===== src/rtl/task_ctrl_pkg.sv =====
// Shared register map, bit positions and AXI response codes for the task-control register bank.
package task_ctrl_pkg;

  localparam logic [4:0] OFF_ID        = 5'h00;
  localparam logic [4:0] OFF_ENABLED   = 5'h04;
  localparam logic [4:0] OFF_CONTROL   = 5'h08;
  localparam logic [4:0] OFF_STATUS    = 5'h0C;
  localparam logic [4:0] OFF_CUR_TASK  = 5'h10;
  localparam logic [4:0] OFF_SCRATCH   = 5'h14;
  localparam logic [4:0] OFF_DONE_CNT  = 5'h18;

  localparam int CTRL_START_BIT    = 0;
  localparam int CTRL_CLR_DONE_BIT = 1;
  localparam int STAT_DONE_BIT     = 0;
  localparam int STAT_RUNNING_BIT  = 1;

  localparam logic [1:0] RESP_OKAY   = 2'b00;
  localparam logic [1:0] RESP_SLVERR = 2'b10;
  localparam logic [1:0] RESP_DECERR = 2'b11;

  localparam logic [31:0] ID_VALUE_DEFAULT = 32'h7A5C_0001;

endpackage


===== src/rtl/task_ctrl_axil_regs.sv =====
// AXI4-Lite register bank for the task-test control path: task mask, start pulse,
// completion status, current task number and done count.
module task_ctrl_axil_regs
  import task_ctrl_pkg::*;
#(
  parameter int                    ADDR_WIDTH = 32,
  parameter int                    DATA_WIDTH = 32,
  parameter logic [DATA_WIDTH-1:0] ID_VALUE   = ID_VALUE_DEFAULT
) (
  input  logic                    i_clk,
  input  logic                    i_rst,
  input  logic [ADDR_WIDTH-1:0]   s_axi_awaddr,
  input  logic                    s_axi_awvalid,
  output logic                    s_axi_awready,
  input  logic [DATA_WIDTH-1:0]   s_axi_wdata,
  input  logic [DATA_WIDTH/8-1:0] s_axi_wstrb,
  input  logic                    s_axi_wvalid,
  output logic                    s_axi_wready,
  output logic [1:0]              s_axi_bresp,
  output logic                    s_axi_bvalid,
  input  logic                    s_axi_bready,
  input  logic [ADDR_WIDTH-1:0]   s_axi_araddr,
  input  logic                    s_axi_arvalid,
  output logic                    s_axi_arready,
  output logic [DATA_WIDTH-1:0]   s_axi_rdata,
  output logic [1:0]              s_axi_rresp,
  output logic                    s_axi_rvalid,
  input  logic                    s_axi_rready,
  output logic [DATA_WIDTH-1:0]   enabled_tasks,
  output logic                    start_tests,
  input  logic [DATA_WIDTH-1:0]   current_task_number,
  input  logic                    tasks_done
);

  logic                    aw_full, w_full, b_valid_q, r_valid_q, start_q;
  logic [4:0]              aw_off;
  logic                    aw_mapped;
  logic [DATA_WIDTH-1:0]   w_data;
  logic [DATA_WIDTH/8-1:0] w_strb;
  logic [1:0]              b_resp_q, r_resp_q;
  logic [DATA_WIDTH-1:0]   r_data_q, enabled_q, scratch_q, done_cnt_q;
  logic                    done_q, running_q, td_q;

  logic                    aw_hs, w_hs, ar_hs, commit, td_rise;
  logic                    wr_enabled, wr_scratch, wr_control, start_hit, clr_hit;
  logic [1:0]              wr_resp, rd_resp;
  logic [4:0]              rd_off;
  logic                    rd_mapped;
  logic [DATA_WIDTH-1:0]   rd_val, status_word;
  logic                    unused_addr_lsbs;

  function automatic logic addr_mapped(input logic [ADDR_WIDTH-3:0] wa);
    return (wa[ADDR_WIDTH-3:3] == '0) && (wa[2:0] != 3'd7);
  endfunction

  function automatic logic [DATA_WIDTH-1:0] merge_strb(input logic [DATA_WIDTH-1:0]   old_v,
                                                       input logic [DATA_WIDTH-1:0]   new_v,
                                                       input logic [DATA_WIDTH/8-1:0] strb);
    logic [DATA_WIDTH-1:0] res;
    res = old_v;
    for (int i = 0; i < DATA_WIDTH/8; i++)
      if (strb[i]) res[i*8 +: 8] = new_v[i*8 +: 8];
    return res;
  endfunction

  assign unused_addr_lsbs = ^{s_axi_awaddr[1:0], s_axi_araddr[1:0]};

  assign s_axi_awready = !aw_full && !b_valid_q && !i_rst;
  assign s_axi_wready  = !w_full  && !b_valid_q && !i_rst;
  assign s_axi_arready = !r_valid_q && !i_rst;

  assign aw_hs   = s_axi_awvalid && s_axi_awready;
  assign w_hs    = s_axi_wvalid  && s_axi_wready;
  assign ar_hs   = s_axi_arvalid && s_axi_arready;
  assign commit  = aw_full && w_full && !b_valid_q;
  assign td_rise = tasks_done && !td_q;

  always_comb begin
    wr_resp    = RESP_DECERR;
    wr_enabled = 1'b0;
    wr_scratch = 1'b0;
    wr_control = 1'b0;
    if (aw_mapped) begin
      wr_resp = RESP_SLVERR;
      case (aw_off)
        OFF_ENABLED: begin wr_resp = RESP_OKAY; wr_enabled = 1'b1; end
        OFF_SCRATCH: begin wr_resp = RESP_OKAY; wr_scratch = 1'b1; end
        OFF_CONTROL: begin wr_resp = RESP_OKAY; wr_control = 1'b1; end
        default:     wr_resp = RESP_SLVERR;
      endcase
    end
  end

  // CONTROL only looks at the low byte lane
  assign start_hit = commit && wr_control && w_strb[0] && w_data[CTRL_START_BIT];
  assign clr_hit   = commit && wr_control && w_strb[0] && w_data[CTRL_CLR_DONE_BIT];

  assign rd_off    = {s_axi_araddr[4:2], 2'b00};
  assign rd_mapped = addr_mapped(s_axi_araddr[ADDR_WIDTH-1:2]);

  always_comb begin
    status_word                   = '0;
    status_word[STAT_DONE_BIT]    = done_q;
    status_word[STAT_RUNNING_BIT] = running_q;
    rd_val  = '0;
    rd_resp = RESP_DECERR;
    if (rd_mapped) begin
      rd_resp = RESP_OKAY;
      case (rd_off)
        OFF_ID:       rd_val = ID_VALUE;
        OFF_ENABLED:  rd_val = enabled_q;
        OFF_STATUS:   rd_val = status_word;
        OFF_CUR_TASK: rd_val = current_task_number;
        OFF_SCRATCH:  rd_val = scratch_q;
        OFF_DONE_CNT: rd_val = done_cnt_q;
        default:      rd_val = '0;
      endcase
    end
  end

  // p0: holding-register payloads, qualified by the full flags below
  always_ff @(posedge i_clk) begin
    if (aw_hs) begin
      aw_off    <= {s_axi_awaddr[4:2], 2'b00};
      aw_mapped <= addr_mapped(s_axi_awaddr[ADDR_WIDTH-1:2]);
    end
    if (w_hs) begin
      w_data <= s_axi_wdata;
      w_strb <= s_axi_wstrb;
    end
  end

  // p1: commit, responses, status tracking
  always_ff @(posedge i_clk) begin
    if (i_rst) begin
      aw_full    <= 1'b0;
      w_full     <= 1'b0;
      b_valid_q  <= 1'b0;
      b_resp_q   <= 2'b00;
      r_valid_q  <= 1'b0;
      r_resp_q   <= 2'b00;
      r_data_q   <= '0;
      start_q    <= 1'b0;
      enabled_q  <= '0;
      scratch_q  <= '0;
      done_q     <= 1'b0;
      running_q  <= 1'b0;
      done_cnt_q <= '0;
      td_q       <= 1'b0;
    end else begin
      if (aw_hs) aw_full <= 1'b1;
      if (w_hs)  w_full  <= 1'b1;
      start_q <= start_hit;
      if (commit) begin
        aw_full   <= 1'b0;
        w_full    <= 1'b0;
        b_valid_q <= 1'b1;
        b_resp_q  <= wr_resp;
        if (wr_enabled) enabled_q <= merge_strb(enabled_q, w_data, w_strb);
        if (wr_scratch) scratch_q <= merge_strb(scratch_q, w_data, w_strb);
      end else if (b_valid_q && s_axi_bready) begin
        b_valid_q <= 1'b0;
      end

      td_q   <= tasks_done;
      done_q <= (done_q && !clr_hit) || td_rise;
      if (start_hit)    running_q <= 1'b1;
      else if (td_rise) running_q <= 1'b0;
      if (td_rise) done_cnt_q <= done_cnt_q + DATA_WIDTH'(1);

      if (ar_hs) begin
        r_valid_q <= 1'b1;
        r_data_q  <= rd_val;
        r_resp_q  <= rd_resp;
      end else if (r_valid_q && s_axi_rready) begin
        r_valid_q <= 1'b0;
      end
    end
  end

  assign s_axi_bvalid  = b_valid_q;
  assign s_axi_bresp   = b_resp_q;
  assign s_axi_rvalid  = r_valid_q;
  assign s_axi_rdata   = r_data_q;
  assign s_axi_rresp   = r_resp_q;
  assign enabled_tasks = enabled_q;
  assign start_tests   = start_q;

endmodule


===== config.mk =====
export PLATFORM = sky130hd
export DESIGN_NAME = task_ctrl_axil_regs
export DESIGN_NICKNAME = d
export VERILOG_FILES = /design/src/rtl/task_ctrl_pkg.sv /design/src/rtl/task_ctrl_axil_regs.sv
export SDC_FILE = /design/constraint.sdc
export NUM_CORES = 1
export LEC_CHECK = 0
export BUFFER_PORTS_ARGS = -buffer_cell sky130_fd_sc_hd__buf_2
export CORE_ASPECT_RATIO = 0.75
export CORE_UTILIZATION = 40
export CTS_CLUSTER_DIAMETER = 60
export DETAILED_ROUTE_END_ITERATION = 8
export PLACE_DENSITY = 0.66
export SLEW_MARGIN = 20
export SYNTH_ARGS = -nofsm -noshare
export SYNTH_HDL_FRONTEND = slang
export SYNTH_SLANG_ARGS = --single-unit

===== constraint.sdc =====
create_clock -name i_clk -period 2.2 [get_ports i_clk]
set_clock_uncertainty 0.15 [all_clocks]
set_input_delay 0.11 -clock i_clk [delete_from_list [all_inputs] [get_ports i_clk]]
set_output_delay 0.11 -clock i_clk [all_outputs]
set_load 0.02 [all_outputs]

==> impl_metrics.toml <==
[floorplan]
floorplan.rows = 44
ioPinCount = 214
die_w_microns = 164.0
die-height_microns = 123.5
core_area_sq_mm = 0.01932
dieArea_sq_mm = 0.02026
floorplan.initialDensity_pct = 40.76

[power_and_ir_drop]
power_density_mw_per_mm2 = 669.4
vdd.ir_drop.worst_mv = 0.5138
leakage_nw = 4.367

[routing]
detail_route.drc_violations = 0
drt_first_pass_iters = 5
routed_wire_length_per_instance_microns = 17.99
initialDrtViolationCount = 611
detail-route-antenna-nets = 0
routed_wirelength_mm = 24.08
via_per_inst = 5.430
detailroute.via_count = 7271

[clocking]
insertion_delay_ns = 0.44
cts.htree.levels = 4
clock_tree_buf_depth = 2
worst_setup_hold_path_clk_slew_ns = 0.07
cts_tree = "yes"
post-cts-setup-buffers = 0
clock_sinks = 179
cts-buffers-inserted = 17
clock_tree.root_cell = "sky130_fd_sc_hd__clkbuf_16"

[timing]
timing.final.hold_violations = 0
final.min_clock_period_ns = 2.085
max_slew.worst_pin.slew_ns = 0.6534
setup_viol = 0
slew_headroom_pct = 56.44
timing.fmax_mhz = 479.7
min_period_over_period_pct = 94.76
grt_setup_unrepaired = "no"
timing.setup.tns_ns = 0
timing.final.max_slew_violations = 0

[grt]
grt_pass1_vias = 6644
grt_remaining_overflow = 0
number_of_antenna_violations_at_the_first_check_in_global_routing = 0
grt_start_max_net_pins = 138
global_route.usage.total_pct = 24.05
grt_pass1_wl_mm = 36.48

[cells_and_area]
flow.area_growth_from_synthesis_pct = 34.36
final_net_count = 1214
mostFrequentLayoutCells = "208 x sky130_fd_sc_hd__buf_2, 139 x sky130_fd_sc_hd__dfxtp_1, 114 x sky130_fd_sc_hd__nor2_1, 96 x sky130_fd_sc_hd__mux2i_1, 69 x sky130_fd_sc_hd__nand2_1"
area.sequential_sq_mm = 0.003984
instances_no_fill = 1339
multi_input_area_sq_mm = 0.003655
layout-drive-gt1-share_pct = 26.98
diodes = 0
nFillCells = 1710
final_common_cell = "sky130_fd_sc_hd__buf_2"

[synthesis]
synthDistinctLibCells = 48
synthArstFlopShare_pct = 0
number_of_flops_mapped_to_enable_cells_by_yosys = 40
synthesis.area_sq_mm = 0.007876
post_synth.cell_area_avg_sq_um = 9.712
synth_nets = 952
synth-seq-cells = 179
sequential_element_share_of_the_synthesized_area_pct = 50.58
post_synth_inst_count = 811
synth.yosys.warnings = 0
synthFlopType = "sky130_fd_sc_hd__dfxtp_1"

[worst_setup_path]
max_stage_delay_ns = 0.58
critical_path_class = "input pin to register"
crit_fanout = 1
rr_worst_depth = 5
cpMaxStageDelayCell = "sky130_fd_sc_hd__dlygate4sd3_1"
path_cells = "dlygate4sd3_1, buf_2, nor4_2, dlygate4sd3_1, nand4_1, dlygate4sd3_1, nor2_1"
reg2reg_to = "done_cnt_q[26]"
rr_startpoint = "done_cnt_q[1]"
required_ns = 2.34
cp_data_arrival_time_ns = 2.22
worst_path_most_repeated_cell = "sky130_fd_sc_hd__dlygate4sd3_1"
cp-end-kind = "register"
setup.worst_path.start_class = "input pin"
ff2ff_setup_slack_ns = 0.12

[hold_path]
hold_path_depth = 5
hold_path.class = "input pin to register"
hold_end = "s_axi_rdata[1]"
holdCritStartpoint = "current_task_number[1]"

[place]
placement.io_buffers = 209
final_weighted_congestion_in_routability_driven_placement = 0.8569
dpl.hpwl_mm = 16.77
numPlacedInstances = 1253

[job]
cap_violations = 0

[outcome]
outcome = "finished, final reports clean"
-- Yosys cell counts, drive strengths merged (5+ instances only) --
cell type,number,area share [%]
xor2,6,0.67
nand3,13,0.83
buf,15,0.92
inv,5,0.24
o31ai,16,1.5
a32o,6,0.76
nor3,6,0.38
o21ai,11,0.70
mux2i,96,12
nand4,14,1.2
nor2,115,5.5
o2bb2ai,16,1.8
and4b,6,0.76
o2111ai,30,3.3
clkbuf,48,2.3
a21oi,57,3.6
or3,10,0.79
nor4,12,0.95
and4,5,0.56
nor2b,12,0.95
or4,16,1.5
edfxtp,40,15
dfxtp,139,35
nand2,70,3.4
nand2b,8,0.64
o22ai,9,0.71
-- layer usage --
layer	global-route usage (%)	vias to the layer above	share of wire (%)
li1	-	3507	-
met1	35.40	3448	48
met2	34.03	283	42
met3	6.206	33	7.7
met4	7.350	0	2.0
met5	0	-	0
-- cells by family after synthesis --
group | after synthesis | share of synthesized area, %
flops | 179 | 50.58
fa+ha+maj | 1 | 0.1588
simple gates | 306 | 19.36
xor+xnor | 9 | 1.001
compound gates | 152 | 13.25
mux | 96 | 12.20
buf+inv | 68 | 3.447
-- registers in the layout, indices dropped and copies added (netlist names), 2 cells and up --
signal / count
done_cnt_q: 32
enabled_tasks: 32
s_axi_rdata: 32
scratch_q: 32
w_data: 32
w_strb: 4
aw_off: 3
s_axi_bresp: 2
-- what timing repair did --
action                                  in CTS  in global routing
hold endpoints to repair                    50                  0
hold buffers                                54                  0
endpoints found under the setup margin       0                  9
resized for setup                            0                  3
-- how the worst max path moves through the flow --
stage | startpoint | endpoint | slack [ns] | depth (start not counted)
5_1_grt | s_axi_awaddr[9] | aw_mapped | 0.01 | 7
6_report | s_axi_awaddr[9] | aw_mapped | 0.12 | 7
4_1_cts | done_cnt_q[1] | done_cnt_q[28] | 0.01 | 5
2_1_floorplan | s_axi_bvalid | w_data[0] | 0.03 | 2
3_3_place_gp | done_cnt_q[0] | done_cnt_q[30] | 0.07 | 5
3_5_place_dp | done_cnt_q[0] | done_cnt_q[26] | 0.05 | 5
-- worst max-delay path, delay by kind of cell --
| kind | cells | cell delay, ns |
|---|---|---|
| buffers and inverters | 4 | 1.81 |
| AND/OR/NAND/NOR | 3 | 0.30 |
-- power by group --
group / internal (mW) / total, mW / switching (mW)
sequential: 3.41 / 3.44 / 0.0326
combinational: 0.249 / 0.529 / 0.280
clock: 1.76 / 3.11 / 1.35
-- per-stage QoR --
step	area, sq um	hold slack, ns	util, %	setup WS [ns]	total power, mW
floorplan	7878	0.05887	-	0.03479	3.727
global placement	9432	0.1370	48.81	0.06544	3.966
finish	10580	0.01750	54.77	0.1154	7.084
detailed placement	9432	0.1381	48.81	0.04807	3.969
global route	10580	0.03537	54.77	0.01164	7.322
CTS	10570	0.0003993	54.69	0.01208	7.120
-- cell type report --
cell class	count	area share, %
sequential	179	37.65
inverter	5	0.1773
multi-input combinational	564	34.54
clock buffer	19	4.292
timing repair buffer	306	19.01
tap	253	2.991
clock inverter	13	1.348
(Power assumes the default switching activity.)
